`config.mk`:
```
export PLATFORM = sky130hd
export DESIGN_NAME = tx_scheduler
export DESIGN_NICKNAME = d
export VERILOG_FILES = /design/src/rtl/tx_scheduler_pkg.sv /design/src/rtl/tx_scheduler_req_slot.sv /design/src/rtl/tx_scheduler.sv
export SDC_FILE = /design/constraint.sdc
export NUM_CORES = 1
export LEC_CHECK = 0
export CORE_ASPECT_RATIO = 0.9
export CORE_UTILIZATION = 30
export CTS_CLUSTER_SIZE = 28
export DETAILED_ROUTE_END_ITERATION = 10
export GPL_ROUTABILITY_DRIVEN = 0
export PLACE_DENSITY = 0.63
export SETUP_SLACK_MARGIN = 0.1
export SLEW_MARGIN = 20
export SYNTH_ARGS = -nofsm -noshare
export SYNTH_HDL_FRONTEND = slang
export SYNTH_SLANG_ARGS = --single-unit
export TNS_END_PERCENT = 30
```
`constraint.sdc`:
```
create_clock -name clk_i -period 3.1 [get_ports clk_i]
set_input_delay 0.465 -clock clk_i [delete_from_list [all_inputs] [get_ports clk_i]]
set_output_delay 0.465 -clock clk_i [all_outputs]
set_load 0.02 [all_outputs]
```
`src/rtl/tx_scheduler_pkg.sv`:
```
// tx_scheduler_pkg: shared types and constants for the UART transmit scheduler.
// Rev 1.0
`default_nettype none

package tx_scheduler_pkg;

  localparam int UART_DATA_BIT = 8;
  localparam logic [UART_DATA_BIT-1:0] ACK_HEADER_DEFAULT = 8'hA5;

  typedef enum logic [1:0] {
    ST_IDLE  = 2'd0,
    ST_START = 2'd1,
    ST_WAIT  = 2'd2
  } state_t;

  // Byte index: 0..2 walk the ack frame, 3 marks the single echo byte.
  localparam logic [1:0] IDX_ACK_FIRST = 2'd0;
  localparam logic [1:0] IDX_ACK_LAST  = 2'd2;
  localparam logic [1:0] IDX_ECHO      = 2'd3;

  function automatic logic [UART_DATA_BIT-1:0] ack_byte(
    input logic [1:0]               idx,
    input logic [UART_DATA_BIT-1:0] header,
    input logic [UART_DATA_BIT-1:0] cmd
  );
    case (idx)
      2'd0:    ack_byte = header;
      2'd1:    ack_byte = cmd;
      default: ack_byte = header ^ cmd;
    endcase
  endfunction

endpackage

`default_nettype wire

```
`src/rtl/tx_scheduler_req_slot.sv`:
```
// req_slot: one-deep pending request slot with overrun detection.
// Rev 1.0
`default_nettype none

module req_slot #(
  parameter int WIDTH = 8
) (
  input  logic             clk,
  input  logic             rst,
  input  logic             req,
  input  logic [WIDTH-1:0] req_data,
  input  logic             clr,
  output logic             full,
  output logic [WIDTH-1:0] data,
  output logic             ovr
);

  // A request landing on the clearing cycle refills the slot instead of overrunning.
  logic accept;
  assign accept = req & (~full | clr);
  assign ovr    = req & full & ~clr & ~rst;

  always_ff @(posedge clk) begin
    if (rst) begin
      full <= 1'b0;
      data <= '0;
    end else begin
      if (accept) begin
        full <= 1'b1;
        data <= req_data;
      end else if (clr) begin
        full <= 1'b0;
      end
    end
  end

endmodule

`default_nettype wire

```
`src/rtl/tx_scheduler.sv`:
```
// tx_scheduler: arbitrates one UART transmitter between echo bytes and 3-byte ack frames.
// Rev 1.0
`default_nettype none

module tx_scheduler
  import tx_scheduler_pkg::*;
#(
  parameter bit                       ECHO_EN    = 1'b1,
  parameter logic [UART_DATA_BIT-1:0] ACK_HEADER = ACK_HEADER_DEFAULT
) (
  input  logic                     clk_i,
  input  logic                     rst_i,
  input  logic [UART_DATA_BIT-1:0] rx_data_i,
  input  logic                     rx_done_tick_i,
  input  logic [UART_DATA_BIT-1:0] cmd_i,
  input  logic                     done_tick_i,
  output logic                     tx_start_o,
  output logic [UART_DATA_BIT-1:0] tx_data_o,
  input  logic                     tx_done_tick_i,
  output logic                     busy_o,
  output logic                     echo_ovr_o,
  output logic                     ack_ovr_o
);

  state_t state, state_next;
  logic [1:0] idx, idx_next;

  logic                     echo_req, echo_full, echo_clr;
  logic [UART_DATA_BIT-1:0] echo_data;
  logic                     ack_full, ack_clr;
  logic [UART_DATA_BIT-1:0] ack_data;

  assign echo_req = rx_done_tick_i & ECHO_EN;

  req_slot #(.WIDTH(UART_DATA_BIT)) u_echo_slot (
    .clk      (clk_i),
    .rst      (rst_i),
    .req      (echo_req),
    .req_data (rx_data_i),
    .clr      (echo_clr),
    .full     (echo_full),
    .data     (echo_data),
    .ovr      (echo_ovr_o)
  );

  req_slot #(.WIDTH(UART_DATA_BIT)) u_ack_slot (
    .clk      (clk_i),
    .rst      (rst_i),
    .req      (done_tick_i),
    .req_data (cmd_i),
    .clr      (ack_clr),
    .full     (ack_full),
    .data     (ack_data),
    .ovr      (ack_ovr_o)
  );

  always_ff @(posedge clk_i) begin
    if (rst_i) begin
      state <= ST_IDLE;
      idx   <= IDX_ACK_FIRST;
    end else begin
      state <= state_next;
      idx   <= idx_next;
    end
  end

  always_comb begin
    state_next = state;
    idx_next   = idx;
    ack_clr    = 1'b0;
    echo_clr   = 1'b0;
    tx_start_o = 1'b0;
    busy_o     = (state != ST_IDLE);
    case (state)
      ST_IDLE: begin
        if (ack_full) begin
          state_next = ST_START;
          idx_next   = IDX_ACK_FIRST;
        end else if (echo_full) begin
          state_next = ST_START;
          idx_next   = IDX_ECHO;
        end
      end
      ST_START: begin
        tx_start_o = 1'b1;
        state_next = ST_WAIT;
      end
      ST_WAIT: begin
        if (tx_done_tick_i) begin
          if (idx == IDX_ECHO) begin
            echo_clr   = 1'b1;
            state_next = ST_IDLE;
          end else if (idx == IDX_ACK_LAST) begin
            ack_clr    = 1'b1;
            state_next = ST_IDLE;
          end else begin
            idx_next   = idx + 2'd1;
            state_next = ST_START;
          end
        end
      end
      default: state_next = ST_IDLE;
    endcase
  end

  // Slot data cannot change while its request is being sent, so the byte is muxed live.
  assign tx_data_o = (state == ST_IDLE) ? '0 :
                     (idx == IDX_ECHO)  ? echo_data :
                                          ack_byte(idx, ACK_HEADER, ack_data);

endmodule

`default_nettype wire

```
# Yosys cells after proc, flatten, opt, wreduce, memory -nomap -nowiden
# Index checks and enable logic that the tools add are counted.
[word_totals]
regBits = 22
inputBits = 21
[op_classes]
n_bitwise = 16
reduce_logical = 8
eq_ne = 9
n_addsub = 1
n_mux = 27
[op_table]
columns = ["operator", "n"]
rows = [
  ["2-bit 2-to-1 mux", 8],
  ["8-bit 2-to-1 mux", 2],
  ["8-bit case mux with 2 select lines", 1],
  ["1-bit 2-to-1 mux", 14],
  ["1-bit bitwise AND", 8],
  ["2-bit nonzero test", 4],
  ["2-bit == test, second input constant", 3],
  ["2-bit != test, second input constant", 3],
  ["2-bit case mux with 3 select lines", 1],
  ["1-bit NOT", 5],
  ["5-bit AND reduction", 1],
  ["2-bit by 1-bit == test with 1-bit output, second input constant", 2],
  ["2-bit logical NOT", 2],
  ["4-bit NOT", 1],
  ["2-bit case mux with 2 select lines", 1],
  ["3-bit by 1-bit != test with 1-bit output, second input constant", 1],
  ["2-bit by 1-bit adder with 2-bit output, second input constant", 1],
  ["1-bit bitwise OR", 2],
  ["2-bit AND reduction", 1],
]

# Logic depth before layout (Yosys ltp)
# Gate-level depths: netlist (run 1).
[depth]
word_depth = 8
depth_mapped = 5

# Cells and area by module
# From an unflattened synthesis (run 1), not the netlist that was laid out.
[unflattened]
cells_unflattened = 144
hier_area_um2 = 1317.5
[by_module_without_submodules]
columns = ["module", "cells_per_inst", "instances", "seq_area_each_um2", "area_each_um2"]
rows = [
  ["req_slot", 40, 2, 180.2, 416.6],
  ["tx_scheduler", 64, 1, 80.1, 484.2],
]

# Worst setup path before layout (run 1)
# Ideal clock, no wire load.
[synth_path]
path_type = "reg-to-output"
startpoint = "register idx[0]"
endpoint = "output ack_ovr_o"
arrival_ns = 1.464
path_stages_with_launch = 6
path_slack_ns = 1.171
path_buffers = 0
path_cell_list = "dfxtp_1 -> inv_1 -> ha_1 -> nand4b_1 -> nand2_1 -> nor3_1"
[synth_between]
elab_chain_cells = 8
word_cells_on_any_way = 9
[synth_rtl]
columns = ["item", "line_no", "rtl"]
rows = [
  ["start: declaration", "tx_scheduler.sv:26", "logic [1:0] idx, idx_next;"],
  ["start signal: assignment", "tx_scheduler.sv:63", "idx <= idx_next;"],
  ["2-bit == test", "tx_scheduler.sv:93", "end else if (idx == IDX_ACK_LAST) begin"],
  ["1-bit 2-to-1 mux", "tx_scheduler.sv:93", ""],
  ["1-bit 2-to-1 mux *", "tx_scheduler.sv:90", "if (idx == IDX_ECHO) begin"],
  ["1-bit 2-to-1 mux *", "tx_scheduler.sv:89", "if (tx_done_tick_i) begin"],
  ["1-bit 2-to-1 mux *", "tx_scheduler.sv:74", "case (state)"],
  ["1-bit NOT *", "tx_scheduler_req_slot.sv:21", "assign ovr = req & full & ~clr & ~rst;"],
  ["1-bit bitwise AND * (2 in series)", "tx_scheduler_req_slot.sv:21", ""],
  ["end: declaration", "tx_scheduler.sv:22", "output logic ack_ovr_o"],
]
# Every way passes the cells marked *; elsewhere a longest branch is shown, timed or not.

# Worst setup path after layout (run 1)
# Ends and elaborated chain as after synthesis.

==> results.md, run 1 <==
Global route:
- The via count of the first global-routing pass was 1010.
- Across every metal layer, demand over resource in global routing totals 0.129.
- The number of antenna violations at the first check in global routing is 0.
- The first global-routing pass estimated 4560 um of wire.
- The total overflow left after global routing is 0.
- Entering global routing, the biggest net connects 24 pins.

Synth:
- The largest total area in the synthesized netlist belongs to dfxtp_1.
- Synthesis produced a netlist with a net count of 170.
- The post-synthesis sequential element count is 22.
- The count of warnings emitted by yosys is 0.
- The mapped cell area is 1300 sq um.
- The share of the synthesized area in the top cell type is 0.338.
- The average footprint of a synthesized cell is 9.11 sq um.
- Synthesis produced a netlist whose cell count is 143.
- Yosys attributes the largest share of cell area to dfxtp_1, nand2b_1, mux2i_1.
- The number of library cell types mapped by synthesis is 29.
- The share of the Yosys chip area taken by registers is 0.338.

Floorplan:
- The count of pins on the block boundary is 33.
- The initial standard-cell utilization of the core is 0.315.
- The die boundary width is 71.5 um.
- The floorplan step defined a die boundary enclosing 4610 sq um.
- The initialized floorplan defines 22 standard-cell rows.
- The area of the placeable core is 4130 sq um.
- The die is 64.5 um tall.

CTS:
- The tree is rooted in a clkbuf_8.
- In this run the post-CTS setup repair buffer count came out at 0.
- CTS built an H-tree with a depth of 1.
- Buffers inserted during clock tree synthesis total 3.
- The clock drives 22 sinks.
- In this run, post-CTS hold repair placed 0 buffers.
- Post-CTS repair changed the size of 0 cells.
- The deepest clock path buffer count is 2.
- The CTS tree is built.
- The clock edge transition at the registers on the reported setup and hold paths is 70 ps.
- The clock reaches the later pin of the worst-skew pair after 260 ps.

Routing:
- After the first detailed-routing iteration, the DRC count stood at 18.
- The remaining antenna violation count after routing is 0.
- The final route contains 1042 vias.
- The average detailed-routed wire length per instance is 12.2 um.
- The final routed wirelength across all metal layers is 2700 um.
- The first-pass iteration count of the detailed router is 4.
- The detail-routed via count per cell is 4.71.
- The DRC violations left is 0.

Critical path:
- In this run the worst setup path terminates at ack_ovr_o.
- The count of cell instances traversed by the critical path is 6.
- STA classifies the critical path startpoint as a flip-flop.
- STA puts the critical path data required time at 2630 ps.
- The critical path's largest stage delay is 630 ps.
- The endpoint of the lowest-slack register-to-register path is idx[1]$_SDFFE_PP0P_.
- In this run the critical register-to-register path is launched from idx[0]$_SDFFE_PP0P_.
- Along the worst path, the maximum fanout reaches 9.
- The path type of the worst setup path is reg2out.
- Data arrives at the worst endpoint at 2190 ps.
- The number of buffers and inverters on the critical path is 2.
- The family with the most delay on the worst path is buffers and inverters.
- STA classifies the critical path endpoint as a primary output.
- Traced cell by cell, the critical path runs through inv_1 -> ha_1 -> nand4b_1 -> nand2_1 -> nor3_1 -> clkdlybuf4s50_1.
- For this design, the slowest cell found on the critical path is clkdlybuf4s50_1.
- The most critical setup path has its startpoint at idx[0]$_SDFFE_PP0P_.
- The setup check on the worst reg-to-reg path leaves a slack of 1200 ps.
- The number of cells traversed by the worst register-to-register path is 5.

STA:
- Across all hold checks on the routed design, the worst slack comes to 475 ps.
- The final-layout setup total negative slack is 0 ps.
- At the pin with the least slew margin, the transition time is 586 ps.
- Setup violations remaining at the end of the flow were counted as 0.
- The minimum period implied by the final worst setup slack is 2660 ps.
- The remaining max-slew budget at the tightest pin is 0.608.
- For this run, the top clock speed supported by timing is 376 MHz.
- The setup slack after layout is 442 ps.
- The clock tree skew after final layout is 3.58 ps.
- The count of pins over their slew limit came to 0.
- The final-report hold violation count came to 0.
- Setup repair after global routing left no endpoint under its margin.
- The share of the clock period used by the worst path after layout is 0.857.

Power and ir drop:
- The power per cell area is 421 nW/um^2.
- IR analysis of the VDD net gives a maximum drop of 0.000178 V.
- The leakage power figure is 0.648 nW.

Min path:
- Along the worst hold path, the cell count comes to 2.
- The startpoint identified for the worst hold timing path is u_echo_slot.data[4]$_SDFFE_PP0P_.
- In this run the worst hold path is classified as reg2reg.

Finish:
- After the flow finishes, the layout carries non-filler instances totaling 221.
- The number of antenna diodes in the final layout is 0.
- After filler insertion, the fill cell instance count of the layout stands at 423.
- The area growth from synthesis to layout is 30.6%.
- The layout cell share with drive strength beyond 1 is 0.0578.
- At the end of the flow, the number of nets in the layout was 202.

Job:
- The number of maximum-capacitance constraint violations is 0.

Run status:
- The run finished with clean final reports.

Placement:
- The count of input and output buffers is 32.
- The worst setup slack after placement is 626 ps.
- After detailed placement, the design holds a cell count of 218.
- Detailed placement finished with a half-perimeter wire length of 1990 um.
## how the worst min path moves through the flow
stage / slack (ps) / endpoint
floorplan: 450 / u_echo_slot.data[0]$_SDFFE_PP0P_
CTS: 480 / u_echo_slot.data[4]$_SDFFE_PP0P_
global placement: 460 / u_echo_slot.data[1]$_SDFFE_PP0P_
finish: 480 / u_echo_slot.data[4]$_SDFFE_PP0P_
detailed placement: 460 / u_echo_slot.data[2]$_SDFFE_PP0P_
global route: 490 / u_echo_slot.data[3]$_SDFFE_PP0P_
## power breakdown
part | switching [mW] | internal, mW
sequential | 0.0281 | 0.305
combinational | 0.0991 | 0.111
clock | 0.0864 | 0.0866
total | 0.214 | 0.502
## sequential cells by signal, indices dropped and copies added, names as in the netlist
signal,cells
u_ack_slot.full,1
idx,2
state,2
u_ack_slot.data,8
u_echo_slot.data,8
u_echo_slot.full,1
## layout make-up
class | instances | area (sq um) | share of cell area
multi-input combinational | 109 | 802 | 0.471
clock buffer | 3 | 41.3 | 0.0243
inverter | 4 | 15.0 | 0.00882
timing repair buffer | 35 | 343 | 0.201
sequential | 22 | 440 | 0.259
tap | 48 | 60.1 | 0.0353
## placed cells by master (no fill, tap or decap)
cell type,synthesis,final
mux2i_1,17,17
dfxtp_1,22,22
a2111oi_2,1,1
nor3b_1,1,1
a211oi_1,1,1
or3b_1,2,2
clkbuf_8,0,3
nor3_1,2,2
clkdlybuf4s50_1,0,32
nand2_1,5,5
nand4b_1,2,2
a211oi_2,1,1
and4b_1,1,1
nor4bb_1,1,1
o21ba_2,1,1
a221oi_1,4,4
a211o_1,1,1
a21oi_1,6,6
ha_1,6,6
buf_4,2,3
inv_1,4,4
nand2b_1,35,35
a21oi_4,1,1
nor2_1,12,12
o21bai_1,1,1
a21boi_0,1,1
nor2b_1,2,2
nand3b_1,4,4
a22o_1,1,1
## synth_stat cells
cell type	instances
a21oi_1	6
ha_1	6
a211o_1	1
a22o_1	1
a21oi_4	1
nor2b_1	2
nand3b_1	4
a21boi_0	1
nand4b_1	2
buf_6	1
nor4bb_1	1
inv_1	4
nor2_1	12
a221oi_1	4
o21bai_1	1
mux2i_1	17
dfxtp_1	22
nand2_1	5
a2111oi_2	1
nand2b_1	35
o21ba_2	1
and4b_1	1
clkbuf_1	5
nor3_1	2
nor3b_1	1
a211oi_1	1
or3b_1	2
a211oi_2	1
buf_4	2
## worst reg2reg max path, delay by kind of cell, from the launching register on
kind / cells / cell delay [ps]
and+or+nand+nor: 1 / 400
buffers and inverters: 1 / 160
muxes: 1 / 200
AOI/OAI and AO/OA: 1 / 300
DFF: 1 / 520
adders and majority gates: 1 / 250
## per-stage QoR
step	cell area (sq um)	power, mW	utilization
floorplan	1300	0.468	-
CTS	1700	0.725	0.412
detailed placement	1660	0.550	0.402
finish	1700	0.716	0.412
global route	1700	0.759	0.412
global placement	1660	0.546	0.402
## kinds of logic (layout without fill, tap and decap cells)
group	after synthesis	in the layout	synth area share
AOI/OAI and AO/OA	19	19	0.122
buffers and inverters	12	42	0.0461
DFF	22	22	0.338
adders and majority gates	6	6	0.0576
and+or+nand+nor	67	67	0.305
muxes	17	17	0.131
## metal layers
layer,track usage,up-vias,wire (um)
met5,0,-,0
met4,0.0662,0,61
met3,0.0249,4,112
met2,0.220,28,1220
met1,0.154,459,1310
li1,-,551,-
No activity file was read; power rests on OpenSTA's default activity.
==> run 2: changes to the inputs <==
CELL_PAD_IN_SITES_DETAIL_PLACEMENT = 2   (was not set)
CELL_PAD_IN_SITES_GLOBAL_PLACEMENT = 2   (was not set)
CORE_UTILIZATION = 31   (was 30)
PLACE_DENSITY = 0.94   (was 0.63)
==> run 2 against run 1 <==
Register-to-register slack improved by 30 ps. Wire length increased by 53%. Cell area increased by 0.74%. Clock-buffer cell count increased by 1. Sequential power increased by 1%. Critical path type unchanged. Largest cell class unchanged.
==> results.md, run 2 (synthesis results as in run 1) <==
Run status:
- The run finished with clean final reports.

STA:
- Setup repair after global routing left no endpoint under its margin.
- The remaining max-slew budget at the tightest pin was 0.537 (-0.0704).
- The final-layout setup total negative slack is 0 ps (unchanged).
- The highest achievable clock rate is 366 MHz (-2.6%).
- The share of the clock period used by the worst path after layout is 0.881 (+0.0230).
- The minimum period implied by the final worst setup slack was 2730 ps (+71.4 ps).
- The count of pins over their slew limit is 0 (unchanged).
- The clock tree skew after final layout is 1.39 ps (-2.20 ps).
- The final count of negative-setup-slack endpoints is 0 (unchanged).
- The final-report hold violation count was 0 (unchanged).
- The pin slew with the least headroom to its limit is 692 ps (+105 ps).

Placement:
- The count of input and output buffers is 32 (unchanged).
- The number of placed instances with taps included is 216 (-0.92%).
- The total cell area at the placement stage came to 1660 sq um (-0.15%).
- The placed wire-length estimate is 2990 um (+51%).

Critical path:
- In this run the critical register-to-register path is launched from idx[0]$_SDFFE_PP0P_.
- The family with the most delay on the worst path is buffers and inverters.
- The number of cells traversed by the worst register-to-register path is 5 (unchanged).
- The count of cell instances traversed by the critical path is 6 (unchanged).
- The most critical setup path has its startpoint at idx[1]$_SDFFE_PP0P_.
- The largest fanout of any net on the critical path is 6 (-3).
- The required time of the critical path is 2630 ps (about the same).
- The setup slack of the worst register-to-register path came to 1230 ps (+30 ps).
- The signal on the critical path passes through inv_1 -> ha_1 -> nand2b_1 -> nand3b_1 -> a21oi_1 -> clkdlybuf4s50_1.
- STA classifies the critical path startpoint as a flip-flop.
- The endpoint identified for the worst register-to-register timing path is idx[1]$_SDFFE_PP0P_.
- The arrival time at the worst endpoint is 2260 ps (+70 ps).
- The critical path buffer and inverter count is 2 (unchanged).
- Among all stages on the critical path, the largest delay is contributed by clkdlybuf4s50_1.
- The nature of the critical path endpoint is a primary output.
- The critical path's largest stage delay is 620 ps (about the same).
- The path type of the worst setup path is reg2out.
- The capture point of the critical path is tx_data_o[3].

Global route:
- The global-route total usage across every layer came to 0.194 (+0.0652).
- The met2 demand-to-capacity share in global routing is 0.362 (+0.142).
- The most heavily used metal layer in global routing is met2.
- The met3 track demand over resource was 0.0384 (+0.0135).
- The first-pass GRT wire length is 6660 um (+46%).
- The number of antenna violations at the first check in global routing is 0 (unchanged).
- The sum of overflow across all layers after global routing is 0 (unchanged).
- The maximum number of pins on one net before global-route repair is 33 (+38%).
- The via count of the first global-routing pass was 1271 (+26%).
- The global routing usage on met1 came to 0.221 (+0.0675).

Routing:
- The number of DRC markers after the initial detailed-route iteration is 89 (+71).
- The average detailed-routed wire length per instance is 18.8 um (+54%).
- The detail-routed via count per cell was 5.18 (+9.9%).
- The DRC violations left is 0 (unchanged).
- The number of vias after detailed routing is 1140 (+9.4%).
- The final routed wirelength across all metal layers is 4140 um (+53%).
- The first-pass iteration count of the detailed router is 4 (unchanged).
- The remaining antenna violation count after routing came to 0 (unchanged).

Min path:
- The worst min-delay path category is reg2reg.
- The number of instances on the worst hold path is 2 (unchanged).
- The startpoint identified for the worst hold timing path is u_echo_slot.data[2]$_SDFFE_PP0P_.

Power and ir drop:
- The net switching fraction of the power came to 0.321 (+0.0230).
- The part of the power in registers came to 0.431 (-0.034).
- The maximum vdd drop came to 0.000203 V (+14%).
- The leakage power figure is 0.655 nW (+1.2%).
- The share of power burned in combinational logic is 0.293 (about the same).
- The internal power summed over all cells is 531 uW (+5.7%).
- The net load switching power is 252 uW (+18%).
- The power per cell area is 457 nW/um^2 (+8.5%).
- The fraction of power consumed by the clock network is 0.276 (+0.034).
- The final total power is 783 uW (+9.3%).

Finish:
- The finished layout cell area is 1710 sq um (+0.74%).
- From synthesis to final layout, the design area changed by 31.6%.
- The count of antenna diodes in the layout was 0 (unchanged).
- The final-layout fill cell count is 432 (+2.1%).
- The most common cell after layout, fill and taps aside is nand2b_1.
- In the layout the commonest cells are nand2b_1, clkdlybuf4s50_1, dfxtp_1, mux2i_1, nor2_1.
- The number of non-filler instances in the completed layout is 220 (-0.45%).
- The largest registers in the layout are u_ack_slot.data (8), u_echo_slot.data (8).
- The number of nets in the layout is 202 (unchanged).
- The layout cell share with drive strength beyond 1 came to 0.0690 (+0.0112).

Job:
- The number of maximum-capacitance constraint violations was 0 (unchanged).

CTS:
- The TritonCTS buffer count is 3 (unchanged).
- The deepest clock path buffer count was 2 (unchanged).
- The count of hold buffers inserted by post-cts repair is 0 (unchanged).
- The CTS tree is built.
- The clock latency of the later-clocked register in the worst-skew pair is 270 ps (about the same).
- The clock edge transition at the registers on the reported setup and hold paths is 90 ps (+20 ps).
- The count of H-tree levels built during CTS came to 1 (unchanged).
- The clock root buffer is clkbuf_8.
- The TritonCTS sink count is 22 (unchanged).

Floorplan:
- The area of the placeable core is 3860 sq um (-6.5%).
- The area of the die is 4470 sq um (-3.1%).
- The initial standard-cell utilization of the core is 0.337 (+0.0218).
- The die span in y came to 63.5 um (-1.6%).
- The count of pins on the block boundary is 33 (unchanged).
- The die boundary width came to 70.3 um (-1.6%).
- The placement row count was 21 (-4.5%).
[run 2: cell types whose count changed in the layout (fill, tap and decap cells not counted)]
cell	change
clkbuf_8	+1
dfxtp_1	-1
dfxtp_2	+1
[run 2: worst min-delay path by stage]
stage	end	slack [ps]
floorplan	u_echo_slot.data[0]$_SDFFE_PP0P_	450
global placement	u_echo_slot.data[3]$_SDFFE_PP0P_	460
detailed placement	u_ack_slot.data[1]$_SDFFE_PP0P_	480
CTS	u_echo_slot.data[2]$_SDFFE_PP0P_	490
global route	u_echo_slot.data[2]$_SDFFE_PP0P_	500
finish	u_echo_slot.data[2]$_SDFFE_PP0P_	490
[run 2: worst min-delay path, stage by stage (launching register included)]
cell      delay [ps]
dfxtp_1          320
nand2b_1          70
mux2i_1           60
[run 2: power groups by stage]
stage          Sequential, mW  Clock [mW]  Combinational, mW
2_1_floorplan           0.327           0              0.141
3_3_place_gp            0.337           0              0.213
3_5_place_dp            0.342           0              0.227
4_1_cts                 0.337       0.220              0.233
5_1_grt                 0.341       0.229              0.249
6_report                0.337       0.216              0.229
[run 2: routing by layer]
layer,vias to the layer above,part of all wire
met1,560,0.41
met2,25,0.54
li1,547,-
met5,-,0
met4,0,0.020
met3,8,0.028
[run 2: area by class of cell]
cell class	instances	area, sq um	area share
Multi-Input combinational cell	109	802	0.468
Tap cell	46	57.6	0.0336
Sequential cell	22	442	0.258
Timing Repair Buffer	35	343	0.200
Inverter	4	15.0	0.00876
Clock buffer	4	55.1	0.0321
[run 2: timing repair]
item,4_1_cts,5_1_grt
setup buffers,0,0
resized for setup,0,1
setup endpoints to repair,0,1
[run 2: per-stage QoR]
step	util	setup WS [ps]	hold slack, ps
after floorplan	-	1170	449
after global placement	0.429	644	460
after detailed placement	0.429	547	475
after CTS	0.443	241	491
after global routing	0.444	268	497
final	0.444	370	489
